`config.mk`:
```
export PLATFORM = sky130hd
export DESIGN_NAME = uart_rx_byte
export DESIGN_NICKNAME = d
export VERILOG_FILES = /design/src/rtl/uart_rx_byte.sv
export SDC_FILE = /design/constraint.sdc
export NUM_CORES = 1
export LEC_CHECK = 0
export BUFFER_PORTS_ARGS = -buffer_cell sky130_fd_sc_hd__buf_2
export CORE_ASPECT_RATIO = 0.9
export CORE_UTILIZATION = 57
export CTS_BUF_LIST = sky130_fd_sc_hd__clkbuf_16
export DETAILED_ROUTE_END_ITERATION = 8
export GPL_TIMING_DRIVEN = 0
export PLACE_DENSITY_LB_ADDON = 0.12
export SLEW_MARGIN = 20
export SYNTH_ARGS = -nofsm -noshare
export SYNTH_HDL_FRONTEND = slang
export SYNTH_SLANG_ARGS = --single-unit
```
`constraint.sdc`:
```
create_clock -name i_Clk -period 3.2 [get_ports i_Clk]
set_input_delay 0.16 -clock i_Clk [delete_from_list [all_inputs] [get_ports i_Clk]]
set_output_delay 0.16 -clock i_Clk [all_outputs]
set_load 0.05 [all_outputs]
```
`src/rtl/uart_rx_byte.sv`:
```
// 8N1 UART receiver: synchronises the raw RXD line, samples each bit at its centre
// and emits one-cycle strobes for a correctly framed byte or a framing error.
module uart_rx_byte #(
    parameter int CLK_FREQ     = 50000000,
    parameter int BAUD_RATE    = 115200,
    parameter int CLKS_PER_BIT = CLK_FREQ / BAUD_RATE
) (
    input  logic       i_Clk,
    input  logic       i_Rst,
    input  logic       i_rxd,
    output logic [7:0] o_rx_data,
    output logic       o_rx_end,
    output logic       o_rx_busy,
    output logic       o_frame_err
);

    localparam int CNT_W = $clog2(CLKS_PER_BIT);
    localparam logic [CNT_W-1:0] HALF = CNT_W'((CLKS_PER_BIT / 2) - 1);
    localparam logic [CNT_W-1:0] LAST = CNT_W'(CLKS_PER_BIT - 1);

    typedef enum logic [2:0] {
        S_IDLE,
        S_START,
        S_DATA,
        S_STOP,
        S_BREAK
    } state_t;

    state_t           r_state;
    logic [CNT_W-1:0] r_clk_cnt;
    logic [2:0]       r_bit_idx;
    logic [7:0]       r_shift;
    logic [7:0]       r_rx_data;
    logic             r_rx_end;
    logic             r_frame_err;
    logic             r_busy;
    logic             r_rxd_m;
    logic             r_rxd_s;
    logic             w_rxd_s;

    // Two-flop synchroniser, preset to the idle-high line level
    always_ff @(posedge i_Clk or negedge i_Rst) begin
        if (!i_Rst) begin
            r_rxd_m <= 1'b1;
            r_rxd_s <= 1'b1;
        end else begin
            r_rxd_m <= i_rxd;
            r_rxd_s <= r_rxd_m;
        end
    end

    assign w_rxd_s = r_rxd_s;

    always_ff @(posedge i_Clk or negedge i_Rst) begin
        if (!i_Rst) begin
            r_state     <= S_IDLE;
            r_clk_cnt   <= '0;
            r_bit_idx   <= '0;
            r_shift     <= '0;
            r_rx_data   <= '0;
            r_rx_end    <= 1'b0;
            r_frame_err <= 1'b0;
            r_busy      <= 1'b0;
        end else begin
            r_rx_end    <= 1'b0;
            r_frame_err <= 1'b0;
            case (r_state)
                S_IDLE: begin
                    r_clk_cnt <= '0;
                    if (!w_rxd_s) begin
                        r_state <= S_START;
                        r_busy  <= 1'b1;
                    end
                end
                S_START: begin
                    // A start bit that is no longer low at its centre was noise
                    if (r_clk_cnt == HALF) begin
                        r_clk_cnt <= '0;
                        r_bit_idx <= '0;
                        if (!w_rxd_s) begin
                            r_state <= S_DATA;
                        end else begin
                            r_state <= S_IDLE;
                            r_busy  <= 1'b0;
                        end
                    end else begin
                        r_clk_cnt <= r_clk_cnt + 1'b1;
                    end
                end
                S_DATA: begin
                    if (r_clk_cnt == LAST) begin
                        r_clk_cnt          <= '0;
                        r_shift[r_bit_idx] <= w_rxd_s;
                        if (r_bit_idx == 3'd7) begin
                            r_state <= S_STOP;
                        end else begin
                            r_bit_idx <= r_bit_idx + 3'd1;
                        end
                    end else begin
                        r_clk_cnt <= r_clk_cnt + 1'b1;
                    end
                end
                S_STOP: begin
                    if (r_clk_cnt == LAST) begin
                        r_clk_cnt <= '0;
                        if (w_rxd_s) begin
                            r_rx_data <= r_shift;
                            r_rx_end  <= 1'b1;
                            r_state   <= S_IDLE;
                            r_busy    <= 1'b0;
                        end else begin
                            r_frame_err <= 1'b1;
                            r_state     <= S_BREAK;
                        end
                    end else begin
                        r_clk_cnt <= r_clk_cnt + 1'b1;
                    end
                end
                S_BREAK: begin
                    // Hold off until the line returns high so a break yields one error only
                    if (w_rxd_s) begin
                        r_state <= S_IDLE;
                        r_busy  <= 1'b0;
                    end
                end
                default: begin
                    r_state <= S_IDLE;
                    r_busy  <= 1'b0;
                end
            endcase
        end
    end

    assign o_rx_data   = r_rx_data;
    assign o_rx_end    = r_rx_end;
    assign o_rx_busy   = r_busy;
    assign o_frame_err = r_frame_err;

endmodule

```
* Yosys cells after proc, flatten, opt, wreduce, memory -nomap -nowiden
Index checks and enable logic that the tools add are counted.
Storage, ports and cells: register bits 36, output and inout port bits 11, word-level logic and storage cells 69
Cells by class: add/sub/neg operators 2, magnitude comparators 2, eq/ne operators 14, multiplexer cells 30, bitwise gates (word level) 1, reductions and logical operators 10
Operator list (number):
- $mux 3 | 10
- $pmux 9 s3 | 1
- $mux 9 | 2
- $pmux 3 s5 | 1
- $ne 2x2->1 const B | 7
- $mux 1 | 11
- $add 9x1->9 const B | 1
- $eq 9x8->1 const B | 1
- $eq 9x9->1 const B | 1
- $bwmux 8 | 1
- $reduce_and 4->1 | 2
- $eq 3x2->1 const B | 2
- $eq 3x3->1 const B | 2
- $pmux 3 s2 | 1
- $reduce_and 6->1 | 1
- $pmux 1 s5 | 1
- $lt 3x4->1 const B | 1
- $add 3x1->3 const B | 1
- $demux 1 s3 | 1
- $eq 3x1->1 const B | 1
- $ge 3x1->1 const B | 1
- $logic_not 3->1 | 1
- $reduce_and 3->1 | 1
- $reduce_bool 3->1 | 1
- 6 further kinds | 6

* Longest topological paths before layout
depth after elaboration 5, depth in mapped cells 6, depth with buffers taken out 6

* Worst setup path after synthesis
Ideal clock, no wire load.
path kind reg-to-reg, from reg r_clk_cnt[1], to reg r_shift[5], library setup time 125 ps, arrival time 1594 ps, data required time 3075 ps, slack 1481 ps, stages on the path, launching flop included 7, buffers on the path 0, period minus slack after synthesis 1719 ps, cell sequence dfrtp_1 > inv_1 > ha_1 > and4bb_4 > nand4_1 > nor3b_1 > mux2_2
On the way: longest elaborated chain between the ends 2
RTL lines:
- from (decl) | line 30 | logic [CNT_W-1:0] r_clk_cnt;
- from (signal assigned) | line 87 | r_clk_cnt <= r_clk_cnt + 1'b1;
- from (signal assigned) | line 100 | r_clk_cnt <= r_clk_cnt + 1'b1;
- from (signal assigned) | line 116 | r_clk_cnt <= r_clk_cnt + 1'b1;
- $eq 9x9->1 | line 91 | if (r_clk_cnt == LAST) begin
- $reduce_and 2->1 (no line)
- to (signal, indexed assignment) | line 93 | r_shift[r_bit_idx] <= w_rxd_s;
- to (decl) | line 32 | logic [7:0] r_shift;
Every way passes these cells. A chain may end at the register's enable or synchronous reset.

* Final worst setup path
Same ends and word-level chain as after synthesis.

==> out/results.txt <==
The min-delay analysis places its worst path in the category reg -> reg. Net switching is 19.4% of the power. Worst-path maximum fanout: 7. After detailed routing, the wire length on met1 is 1600 um. The number of warning messages in the yosys log was 0. Setup violations remaining at the end of the flow were counted as 0.

The number of remaining DRC errors is 0. The TritonCTS sink count came out at 36. The total number of vias was 1296. The share of final-layout standard cells stronger than drive strength 1 is 27.5%. The run gives 1310 as the number of global-route vias before repair.

By area the synthesized netlist is led by sky130_fd_sc_hd__dfrtp_1 47%, sky130_fd_sc_hd__mux2_2 11%, sky130_fd_sc_hd__nand2_1 3.5%, sky130_fd_sc_hd__ha_1 3.4%, sky130_fd_sc_hd__dfstp_2 2.9%. Before CTS, the worst setup slack after placement is 1.28 ns. The run gives 1930 um^2 as the placed cell area.

In this run the most critical hold path is launched from r_rxd_m. In the synthesized netlist the async set-or-reset flop fraction comes to 100%. Synthesis handed over a netlist of 160 instances. The flow ran to the end, and the final reports show no timing, DRC or antenna violations. The number of cells on the worst hold path was 0. The run gives 0 as the number of max-slew violations in the final report. The final instance area is 2090 um^2, and the number of cells upsized or downsized after cts is 0. Kind of start point of the critical path: a flip-flop.

The dominant combinational cell family by area after synthesis was simple AND/OR/NAND/NOR gates. The number of buffers and inverters on the critical path is 1. The fraction of the mapped netlist area in adder cells is 3.45%.

The maximum VDD drop is 401 uV, and the remaining number of nets flagged by the antenna check after routing is 0. The die is 55.5 um tall. Summed over all layers, the global routing overflow is 0. On the final layout, the worst hold slack is 0.362 ns.

The critical path class is reg -> reg. For the setup slack of the worst register-to-register path, the log shows 1.26 ns. The run gives 22.9% as the overall routing resource usage.

Once routing completed, OpenROAD measured the worst setup slack at 1.26 ns. In this run the tool buffered the top-level ports with 13 buffer cells. Initial antenna violation count: 0.

In this run the critical register-to-register path is launched from r_clk_cnt[1]. The worst endpoint required time came out at 3.35 ns. The top cell type's share of synthesized area is 46.9%, and the leakage power is 0.990 nW. The synthesized flop and latch total works out to 36. In this run, distinct cell masters in the synthesized netlist total 46. For the worst flop-to-flop path, the logic depth is 6. The register clock-pin slew on the reported worst setup and hold paths works out to 0.05 ns.

The tools report the internal power as 740 uW. The number of antenna diodes in the final layout is 0. Sequential fraction of design power: 50.0%.

The worst setup path is captured at a flip-flop. The end of the worst hold path is r_rxd_s. The violation count after the first detailed-route iteration is 131, and the source-to-sink clock delay at the later pin of the worst-skew pair is 0.27 ns.

The endpoint identified for the worst register-to-register timing path is r_shift[5]. In the finished design, the share of the clock period the worst path needs comes to 60.5%. Summing every instance area after synthesis gives 1810 um^2.

The net count of the finished layout is 190. The wire length per cell after detailed routing is 14.9 um, and the initial standard-cell utilization of the core is 59.6%. The tools report the critical path data arrival time as 2.09 ns. The topmost layer with routed signal wires was met4.

The sequential fraction of the synthesis area is 49.8%. Entering global routing, the biggest net connects 37 pins. Clock tree synthesis selected as its root buffer the cell sky130_fd_sc_hd__clkbuf_16. The first TritonRoute pass finished after 4 iterations.

On the final layout, the worst clock skew is 0.00409 ns. The run gives 0 ns as the accumulated negative setup slack. The TritonCTS buffer count came out at 5. Ratio of routed vias to standard cells: 5.79.

The number of flops mapped to enable cells by yosys was 0. The synthesized area per cell works out to 11.3 um^2. The run gives 49.1% as the normalized max-slew margin.

Summed over all instances, the cell type with the most area after synthesis is sky130_fd_sc_hd__dfrtp_1. The detailed-placement wirelength estimate was 2240 um. Walking the worst path, the cells encountered are inv_1 -> ha_1 -> and4bb_4 -> nand4_1 -> nor3b_1 -> mux2_2. The clock network fraction of total power was 48.4%. TritonCTS built the clock tree. Wire segments on met3 add up to 156 um in the final route. The first-pass GRT wire length is 5780 um, and the area growth from synthesis to final layout is 15.0%. When the netlist entered floorplanning its net count stood at 168. The worst path needs 1.94 ns of the cycle, external delays included. The total power per unit cell area is 441 nW/um^2, and the number of top-level pins is 14. The floorplan step defined a die boundary enclosing 3410 um^2.

Power comes to 919 uW. For this design the total switching power over the nets is 179 uW. The cell with the largest stage delay on the worst path is sky130_fd_sc_hd__dfrtp_1.

The max-capacitance violation count was 0; the die outline width was 61.5 um. The synthesized netlist devotes 0.966% of its cell area to XOR and XNOR gates. The tools report the part of the power in combinational logic as 1.6%. The complex-gate fraction of the synthesized area is 10.4%, and the number of buffers added to fix hold violations after cts is 2. The H-tree was split into 2 levels.

After floorplanning, the core was divided into 19 placement rows. No sink is reached through more buffers than the 2 on the longest clock path. At the end of routability-driven placement, the weighted congestion stood at 0.862. The largest single stage delay on the critical path is 0.41 ns. The post-synthesis share of cell area spent on and, or, nand and nor gates was 19.9%. The number of fill cells is 238. The run gives 0 as the count of buffers added by post-CTS timing repair for setup.

Setup repair after global routing left no endpoint under its margin. The final number of hold-violating endpoints came out at 0. The largest delay contributor family on the critical path is simple AND/OR/NAND/NOR gates.

The total area inside the core boundary comes to 3040 um^2. In the synthesized netlist the dominant register cell turns out to be sky130_fd_sc_hd__dfrtp_1. The total routed wirelength is 3350 um.

Detailed routing placed a total of 1560 um of wire on met2. Static timing analysis puts the maximum clock frequency at 0.516 GHz. At the pin with the least slew margin, the transition time is 0.764 ns.

Measured against the total synthesized area, the mux share comes to 12.2%.
-- per-layer routing --
layer	global-route usage [%]	vias up
met5	0	-
met4	6.67	0
met3	7.26	4
met2	32.8	33
met1	33.2	632
li1	-	627
-- synthesized netlist by cell type, types with 3 or more instances --
cell,number
sky130_fd_sc_hd__inv_1,6
sky130_fd_sc_hd__nor3_1,5
sky130_fd_sc_hd__dfrtp_1,34
sky130_fd_sc_hd__mux2i_1,3
sky130_fd_sc_hd__a21oi_1,6
sky130_fd_sc_hd__o21ai_0,4
sky130_fd_sc_hd__ha_1,5
sky130_fd_sc_hd__nand2_1,17
sky130_fd_sc_hd__clkbuf_1,4
sky130_fd_sc_hd__mux2_2,17
sky130_fd_sc_hd__nand2b_1,3
sky130_fd_sc_hd__nand3_1,8
sky130_fd_sc_hd__nor2_1,6
-- power groups by stage --
| stage | Clock, mW | Combinational (mW) | Sequential [mW] |
|---|---|---|---|
| finish | 0.445 | 0.0147 | 0.459 |
| global route | 0.473 | 0.0173 | 0.459 |
| CTS | 0.453 | 0.0155 | 0.459 |
| detailed placement | 0 | 0.0136 | 0.467 |
| global placement | 0 | 0.0131 | 0.467 |
| floorplan | 0 | 0.00251 | 0.466 |
-- flip-flops by register name, indices dropped and copies added, names as in the netlist --
signal       count
r_rxd_m          1
o_rx_data        8
o_frame_err      1
o_rx_busy        1
r_shift          8
r_state          3
r_bit_idx        3
r_rxd_s          1
o_rx_end         1
r_clk_cnt        9
-- final cells by class --
type / instances / area, um^2 / area share, %
plain buffers: 6 / 37.5 / 1.80
clock buffers: 5 / 125 / 6.00
clock inverters: 2 / 8.76 / 0.420
inverters: 6 / 22.5 / 1.08
multi-input cells: 112 / 851 / 40.8
flip-flops and latches: 36 / 903 / 43.3
well taps: 42 / 52.6 / 2.52
repair buffers: 15 / 85.1 / 4.08
-- metrics by stage --
| step | utilization [%] | instances |
|---|---|---|
| after CTS | 68.5 | 224 |
| after global placement | 63.5 | 215 |
| after floorplan | - | 160 |
| after detailed placement | 63.5 | 215 |
| after global routing | 68.5 | 224 |
| final | 68.5 | 224 |
-- how the worst max path moves through the flow --
stage | cells after the start | from | end | slack, ns
2_1_floorplan | 6 | r_clk_cnt[1] | r_shift[5] | 1.48
3_3_place_gp | 6 | r_clk_cnt[1] | r_shift[5] | 1.32
3_5_place_dp | 6 | r_clk_cnt[1] | r_shift[5] | 1.28
4_1_cts | 6 | r_clk_cnt[1] | r_shift[5] | 1.24
5_1_grt | 6 | r_clk_cnt[1] | r_shift[5] | 1.13
6_report | 6 | r_clk_cnt[1] | r_shift[5] | 1.26
-- kinds of logic (layout without fill, tap and decap cells) --
kind of cell	count (synthesis)	count (layout)
XOR/XNOR	2	2
buffers and inverters	12	34
AO/OA/AOI/OAI	26	26
flip-flops	36	36
multiplexers	20	20
adder cells (fa/ha/maj)	5	5
AND/OR/NAND/NOR	59	59
-- cells in the final DEF (no fill, tap or decap), types with 2 or more instances in the layout --
| cell type | n |
|---|---|
| sky130_fd_sc_hd__o21a_1 | 2 |
| sky130_fd_sc_hd__mux2i_1 | 3 |
| sky130_fd_sc_hd__ha_1 | 5 |
| sky130_fd_sc_hd__dfrtp_1 | 34 |
| sky130_fd_sc_hd__xor2_1 | 2 |
| sky130_fd_sc_hd__clkbuf_1 | 4 |
| sky130_fd_sc_hd__dfstp_2 | 2 |
| sky130_fd_sc_hd__nand3_1 | 8 |
| sky130_fd_sc_hd__o21ai_0 | 4 |
| sky130_fd_sc_hd__inv_1 | 7 |
| sky130_fd_sc_hd__buf_2 | 13 |
| sky130_fd_sc_hd__o22ai_1 | 2 |
| sky130_fd_sc_hd__nor3_1 | 5 |
| sky130_fd_sc_hd__a211oi_2 | 2 |
| sky130_fd_sc_hd__dlygate4sd3_1 | 2 |
| sky130_fd_sc_hd__clkbuf_16 | 5 |
| sky130_fd_sc_hd__buf_6 | 2 |
| sky130_fd_sc_hd__nor4_1 | 2 |
| sky130_fd_sc_hd__a21oi_1 | 6 |
| sky130_fd_sc_hd__mux2_2 | 17 |
| sky130_fd_sc_hd__and4b_1 | 2 |
| sky130_fd_sc_hd__nor2_1 | 6 |
| sky130_fd_sc_hd__nand2_1 | 17 |
| sky130_fd_sc_hd__nand4_1 | 2 |
| sky130_fd_sc_hd__nand2b_1 | 3 |
No activity file was read; power rests on OpenSTA's default activity.
